==> config.mk <==
export PLATFORM = sky130hd
export DESIGN_NAME = uart_tx_ctrl_flat
export DESIGN_NICKNAME = d
export VERILOG_FILES = /design/src/rtl/uart_tx_ctrl_if.sv /design/src/rtl/uart_tx_ctrl.sv /design/src/flat_wrapper.sv
export SDC_FILE = /design/constraint.sdc
export NUM_CORES = 1
export LEC_CHECK = 0
export CAP_MARGIN = 20
export CORE_UTILIZATION = 45
export DETAILED_ROUTE_END_ITERATION = 10
export PLACE_DENSITY = 0.86
export SYNTH_ARGS = -nofsm -noshare
export SYNTH_HDL_FRONTEND = slang
export SYNTH_SLANG_ARGS = --single-unit
==> constraint.sdc <==
create_clock -name CLK -period 2.1 [get_ports CLK]
set_input_delay 0.315 -clock CLK [delete_from_list [all_inputs] [get_ports CLK]]
set_output_delay 0.315 -clock CLK [all_outputs]
set_load 0.01 [all_outputs]
==> src/rtl/uart_tx_ctrl_if.sv <==
// uart_tx_ctrl_if: byte request, shift-register strobes and line outputs
// of the UART transmit frame sequencer.
interface uart_tx_ctrl_if #(
  parameter int DATA_W = 8
);
  logic              DATA_VALID;
  logic [DATA_W-1:0] P_DATA;
  logic              SER_DATA;
  logic              LOAD;
  logic              SHIFT;
  logic              TX_OUT;
  logic              BUSY;
  logic              DONE;

  modport master (
    output DATA_VALID, P_DATA, SER_DATA,
    input  LOAD, SHIFT, TX_OUT, BUSY, DONE
  );

  modport slave (
    input  DATA_VALID, P_DATA, SER_DATA,
    output LOAD, SHIFT, TX_OUT, BUSY, DONE
  );
endinterface

==> src/rtl/uart_tx_ctrl.sv <==
// uart_tx_ctrl: UART transmit frame sequencer with its own baud prescaler.
// Define UART_TX_PARITY_EN to insert a parity symbol before the stop bit.
module uart_tx_ctrl #(
  parameter int CLKS_PER_BIT = 16,
  parameter int DATA_W       = 8,
  parameter bit PAR_ODD      = 1'b0
) (
  input logic           CLK,
  input logic           RST,
  uart_tx_ctrl_if.slave bus
);
  localparam int CW = (CLKS_PER_BIT > 1) ? $clog2(CLKS_PER_BIT) : 1;
  localparam int IW = (DATA_W > 1) ? $clog2(DATA_W) : 1;
  localparam logic [CW-1:0] LAST_CNT = CW'(CLKS_PER_BIT - 1);
  localparam logic [IW-1:0] LAST_BIT = IW'(DATA_W - 1);

  typedef enum logic [2:0] {
    IDLE   = 3'd0,
    START  = 3'd1,
    DATA   = 3'd2,
    PARITY = 3'd3,
    STOP   = 3'd4
  } state_t;

  state_t        state;
  state_t        nxt;
  logic [CW-1:0] baud_cnt;
  logic [IW-1:0] bit_idx;
  logic          tick;
  logic          accept;
  logic          last_bit;
  logic          par_bit;

  assign tick     = (baud_cnt == LAST_CNT);
  assign last_bit = (bit_idx == LAST_BIT);
  assign accept   = (state == IDLE) & bus.DATA_VALID & ~RST;

  always_ff @(posedge CLK or posedge RST) begin
    if (RST) begin
      state <= IDLE;
    end else begin
      state <= nxt;
    end
  end

  // every non-idle transition happens on tick, so clearing on tick
  // restarts the symbol timer on entry to each state
  always_ff @(posedge CLK or posedge RST) begin
    if (RST) begin
      baud_cnt <= '0;
    end else if (state == IDLE || tick) begin
      baud_cnt <= '0;
    end else begin
      baud_cnt <= baud_cnt + 1'b1;
    end
  end

  always_ff @(posedge CLK or posedge RST) begin
    if (RST) begin
      bit_idx <= '0;
    end else if (state == START) begin
      bit_idx <= '0;
    end else if (state == DATA && tick) begin
      bit_idx <= bit_idx + 1'b1;
    end
  end

`ifdef UART_TX_PARITY_EN
  always_ff @(posedge CLK or posedge RST) begin
    if (RST) begin
      par_bit <= 1'b0;
    end else if (accept) begin
      par_bit <= (^bus.P_DATA) ^ PAR_ODD;
    end
  end
`else
  logic unused_par_odd;
  assign unused_par_odd = PAR_ODD;
  assign par_bit        = 1'b1;
`endif

  always_comb begin
    nxt = state;
    unique case (state)
      IDLE: begin
        if (accept) nxt = START;
      end
      START: begin
        if (tick) nxt = DATA;
      end
      DATA: begin
        if (tick && last_bit) begin
`ifdef UART_TX_PARITY_EN
          nxt = PARITY;
`else
          nxt = STOP;
`endif
        end
      end
`ifdef UART_TX_PARITY_EN
      PARITY: begin
        if (tick) nxt = STOP;
      end
`endif
      STOP: begin
        if (tick) nxt = IDLE;
      end
      default: nxt = IDLE;
    endcase
  end

  // line is decoded from registered state only; SER_DATA is a flop output
  always_comb begin
    bus.LOAD   = accept;
    bus.SHIFT  = 1'b0;
    bus.DONE   = 1'b0;
    bus.BUSY   = 1'b1;
    bus.TX_OUT = 1'b1;
    unique case (state)
      IDLE: begin
        bus.BUSY = 1'b0;
      end
      START: begin
        bus.TX_OUT = 1'b0;
      end
      DATA: begin
        bus.TX_OUT = bus.SER_DATA;
        bus.SHIFT  = tick;
      end
      PARITY: begin
        bus.TX_OUT = par_bit;
      end
      STOP: begin
        bus.DONE = tick;
      end
      default: begin
        bus.BUSY = 1'b0;
      end
    endcase
  end
endmodule

==> src/flat_wrapper.sv <==
// flat-port wrapper written by rule: the top's interface ports become plain ports
module uart_tx_ctrl_flat 
#(
  parameter int CLKS_PER_BIT = 16,
  parameter int DATA_W       = 8,
  parameter bit PAR_ODD      = 1'b0
)
  (CLK, RST, bus_DATA_VALID, bus_P_DATA, bus_SER_DATA, bus_LOAD, bus_SHIFT, bus_TX_OUT, bus_BUSY, bus_DONE);
  uart_tx_ctrl_if #(.DATA_W(DATA_W)) bus_i ();
  input logic CLK;
  input logic RST;
  input wire logic [$bits(bus_i.DATA_VALID)-1:0] bus_DATA_VALID;
  input wire logic [$bits(bus_i.P_DATA)-1:0] bus_P_DATA;
  input wire logic [$bits(bus_i.SER_DATA)-1:0] bus_SER_DATA;
  output wire logic [$bits(bus_i.LOAD)-1:0] bus_LOAD;
  output wire logic [$bits(bus_i.SHIFT)-1:0] bus_SHIFT;
  output wire logic [$bits(bus_i.TX_OUT)-1:0] bus_TX_OUT;
  output wire logic [$bits(bus_i.BUSY)-1:0] bus_BUSY;
  output wire logic [$bits(bus_i.DONE)-1:0] bus_DONE;
  assign bus_i.DATA_VALID = bus_DATA_VALID;
  assign bus_i.P_DATA = bus_P_DATA;
  assign bus_i.SER_DATA = bus_SER_DATA;
  assign bus_LOAD = bus_i.LOAD;
  assign bus_SHIFT = bus_i.SHIFT;
  assign bus_TX_OUT = bus_i.TX_OUT;
  assign bus_BUSY = bus_i.BUSY;
  assign bus_DONE = bus_i.DONE;
  uart_tx_ctrl #(.CLKS_PER_BIT(CLKS_PER_BIT), .DATA_W(DATA_W), .PAR_ODD(PAR_ODD)) u_core (.CLK(CLK), .RST(RST), .bus(bus_i));
endmodule
==> impl_results.md <==
- Result of the run: complete, no violations
- Detailed-route DRC error count: 0
- Hold buffer count at CTS: 0
- First-pass GRT wire length: 2190 um
- Maximum fanout count along the critical path: 6
- Pre-CTS setup slack: 0.193 ns
- Overflow after GRT: 0
- Arrival time worst endpoint: 1.73 ns
- Average cell area after synthesis: 9.68 um2
- Die outline area: 1460 um2
- Clk pin slew, worst setup/hold paths: 0.07 ns
- MaxCap Viol Count: 0
- Number of I/O port buffers: 8
- Vias in the first global route: 504
- Areal power density over the cells: 916 nW/um2
- Transition time at the pin with the least slew margin: 0.405 ns
- TritonCTS clock tree: done
- Overall via count from detail_route: 524
- Dominant cell type by area after synthesis: sky130_fd_sc_hd__dfrtp_1
- Average via count per standard cell: 5.95
- Most frequent standard cell in the layout excluding fill and tap cells: sky130_fd_sc_hd__dfrtp_1
- Synth Area in Compound Gates: 9.32%
- First drt pass iteration count: 4
- Number of antenna violations at the first check in global routing: 0
- Worst clock skew on the final layout: 0.00918 ns
- Area of the core: 1160 um2
- Hold Path Class: in -> async
- Element type at the critical path start: flop
- Period utilization: 97.4%
- Static leakage: 0.357 nW
- Sum of net half-perimeters after detailed placement: 881 um
- Initial Utilization: 51.1%
- Combinational family with the most area after synthesis: simple AND/OR/NAND/NOR gates
- Maximum operating frequency: 489 MHz
- Clock root buffer: sky130_fd_sc_hd__clkbuf_4
- Maximum number of pins on one net before global-route repair: 13
- Top area cells in the synthesized netlist: sky130_fd_sc_hd__dfrtp_1, sky130_fd_sc_hd__ha_1, sky130_fd_sc_hd__nand4b_1, sky130_fd_sc_hd__a21oi_1, sky130_fd_sc_hd__and3_1
- Area added between synthesis and finish: 28.2%
- Fraction of layout cells with a size suffix above 1: 21.6%
- Unrepaired setup endpoints after global routing: no
- Minimum clock period: 2.05 ns
- Synth Register Bits: 10
- Insertion delay to the later sink of the worst-skew pair: 0.27 ns
- Buffer depth of the longest clock path: 2
- Layout Nets: 91
- Total of warnings raised by yosys: 0
- Detail Route Antenna Nets: 0
- Final-report max-slew violation count: 0
- Mapped Cells: 61
- Post-synthesis instance area: 591 um2
- Number of violations reported at the end of detailed-routing iteration 0: 11
- Number of levels in the clock H-tree: 1
- Number of sinks on the clock net: 10
- Count of unique library cells instantiated by Yosys: 28
- Number of failing hold endpoints at the final stage: 0
- Final GP Congestion: 0.784
- Endpoint class of the critical path: primary output
- Worst vdd ir: 0.595 mV
- IO Count: 17
- Crit Path Category: reg -> out
- Mux share of post-synthesis cell area: 0%
- Min setup slack post-route: 0.0537 ns
- Final setup fails: 0
- Critical Path RT: 1.78 ns
- Worst rel slew slack: 72.9%
- Chip width: 38.2 um
- Post-Route WL: 1440 um
- Height of the die: 38.2 um
- CTS Buf Count: 3
- Detail-routed net length per standard cell: 16.3 um
- Synthesized net count: 76
- Parity-gate share of the synthesized area counting xor and xnor cells: 4.45%
- Number of antenna repair diodes: 0
- Setup TNS: 0 ns
- Post-synth top area share: 42.4%
- Fraction of the mapped netlist area in simple logic gates: 30.9%
- Fraction of the core area covered by cells at the end of the flow: 65.5%
- Post-synthesis share of cell area spent on full adders, half adders and majority gates: 6.36%
- Global router's overall resource usage: 23.1%
- Seq/Total Area, Yosys: 42.4%
- Leading cell types in the layout, fill and taps excluded: sky130_fd_sc_hd__dfrtp_1, sky130_fd_sc_hd__inv_1, sky130_fd_sc_hd__clkdlybuf4s50_1, sky130_fd_sc_hd__buf_4
- FP Rows: 12
repair_timing:
item | 4_1_cts | 5_1_grt
resized for setup | 8 | 4
cloned | 0 | 0
setup buffers | 0 | 3
endpoints found under the setup margin | 4 | 4
where the power goes:
group	internal, W	switching, W
Sequential	0.000239	0.0000640
Clock	0.0000661	0.0000660
Combinational	0.000143	0.000115
Total	0.000449	0.000245
cells in the mapped netlist (all sizes together):
master and number:
inv 5, clkbuf 1, nand4 1, nor2 4, nand4b 4, dfrtp 10, nand3 2, or3 1
a21oi 4, and2 1, nor3 1, buf 2, and2b 1, nand3b 1, o21ai 1, nor2b 1
ha 3, xor2 2, nor4b 1, xnor2 1, nor3b 3, and3 3, a22oi 2, or2 1
o211ai 2, nand2 3
final timing paths:
kind                                    start                  to  slack [ns]  cells after the start
min in group CLK              u_core.state[1]     u_core.state[0]        0.53                      1
min                                       RST     u_core.state[2]        0.42                      2
max                        u_core.baud_cnt[0]            bus_DONE        0.05                      4
max in group asynchronous                 RST     u_core.state[0]        1.37                      2
max reg2reg                   u_core.state[1]  u_core.baud_cnt[1]        0.77                      3
min reg2reg                   u_core.state[1]     u_core.state[0]        0.53                      1
per-stage QoR:
stage / cell area, um2 / hold slack [ns] / cells / power (W)
detailed placement: 683 / 0.462 / 82 / 0.000500
global placement: 683 / 0.440 / 82 / 0.000489
finish: 757 / 0.422 / 88 / 0.000694
CTS: 726 / 0.440 / 85 / 0.000658
floorplan: 591 / 0.155 / 61 / 0.000438
global route: 757 / 0.476 / 88 / 0.000741
sequential cells by signal, summed over array words and instances, names as in the netlist:
signal           count
u_core.state         3
u_core.baud_cnt      4
u_core.bit_idx       3
metal layers:
metal | routed length, um | vias up | part of all wire (%) | global-route usage [%]
met5 | 0 | - | 0 | 0
met4 | 40 | 0 | 2.8 | 17.0
met3 | 43 | 6 | 3.0 | 7.56
met2 | 742 | 14 | 52 | 34.3
met1 | 611 | 257 | 42 | 27.3
li1 | - | 247 | - | -
cell type report:
class | instances | area [um2]
Clock buffer | 3 | 22.5
Fill cell | 82 | 399
Inverter | 5 | 18.8
Multi-Input combinational cell | 43 | 323
Sequential cell | 10 | 253
Tap cell | 14 | 17.5
Timing Repair Buffer | 13 | 123
worst max-delay path: stages (launching register included):
cell and delay, ns:
sky130_fd_sc_hd__dfrtp_1 0.39, sky130_fd_sc_hd__ha_4 0.18, sky130_fd_sc_hd__and3_4 0.22, sky130_fd_sc_hd__and3_1 0.16, sky130_fd_sc_hd__clkdlybuf4s50_1 0.53
logic make-up (layout without fill, tap and decap cells):
group	count (synthesis)	in the layout
compound gates	9	9
xor+xnor	3	3
fa+ha+maj	3	3
buf+inv	8	21
flops	10	10
simple gates	28	28
Power figures use the tool's default switching activity.
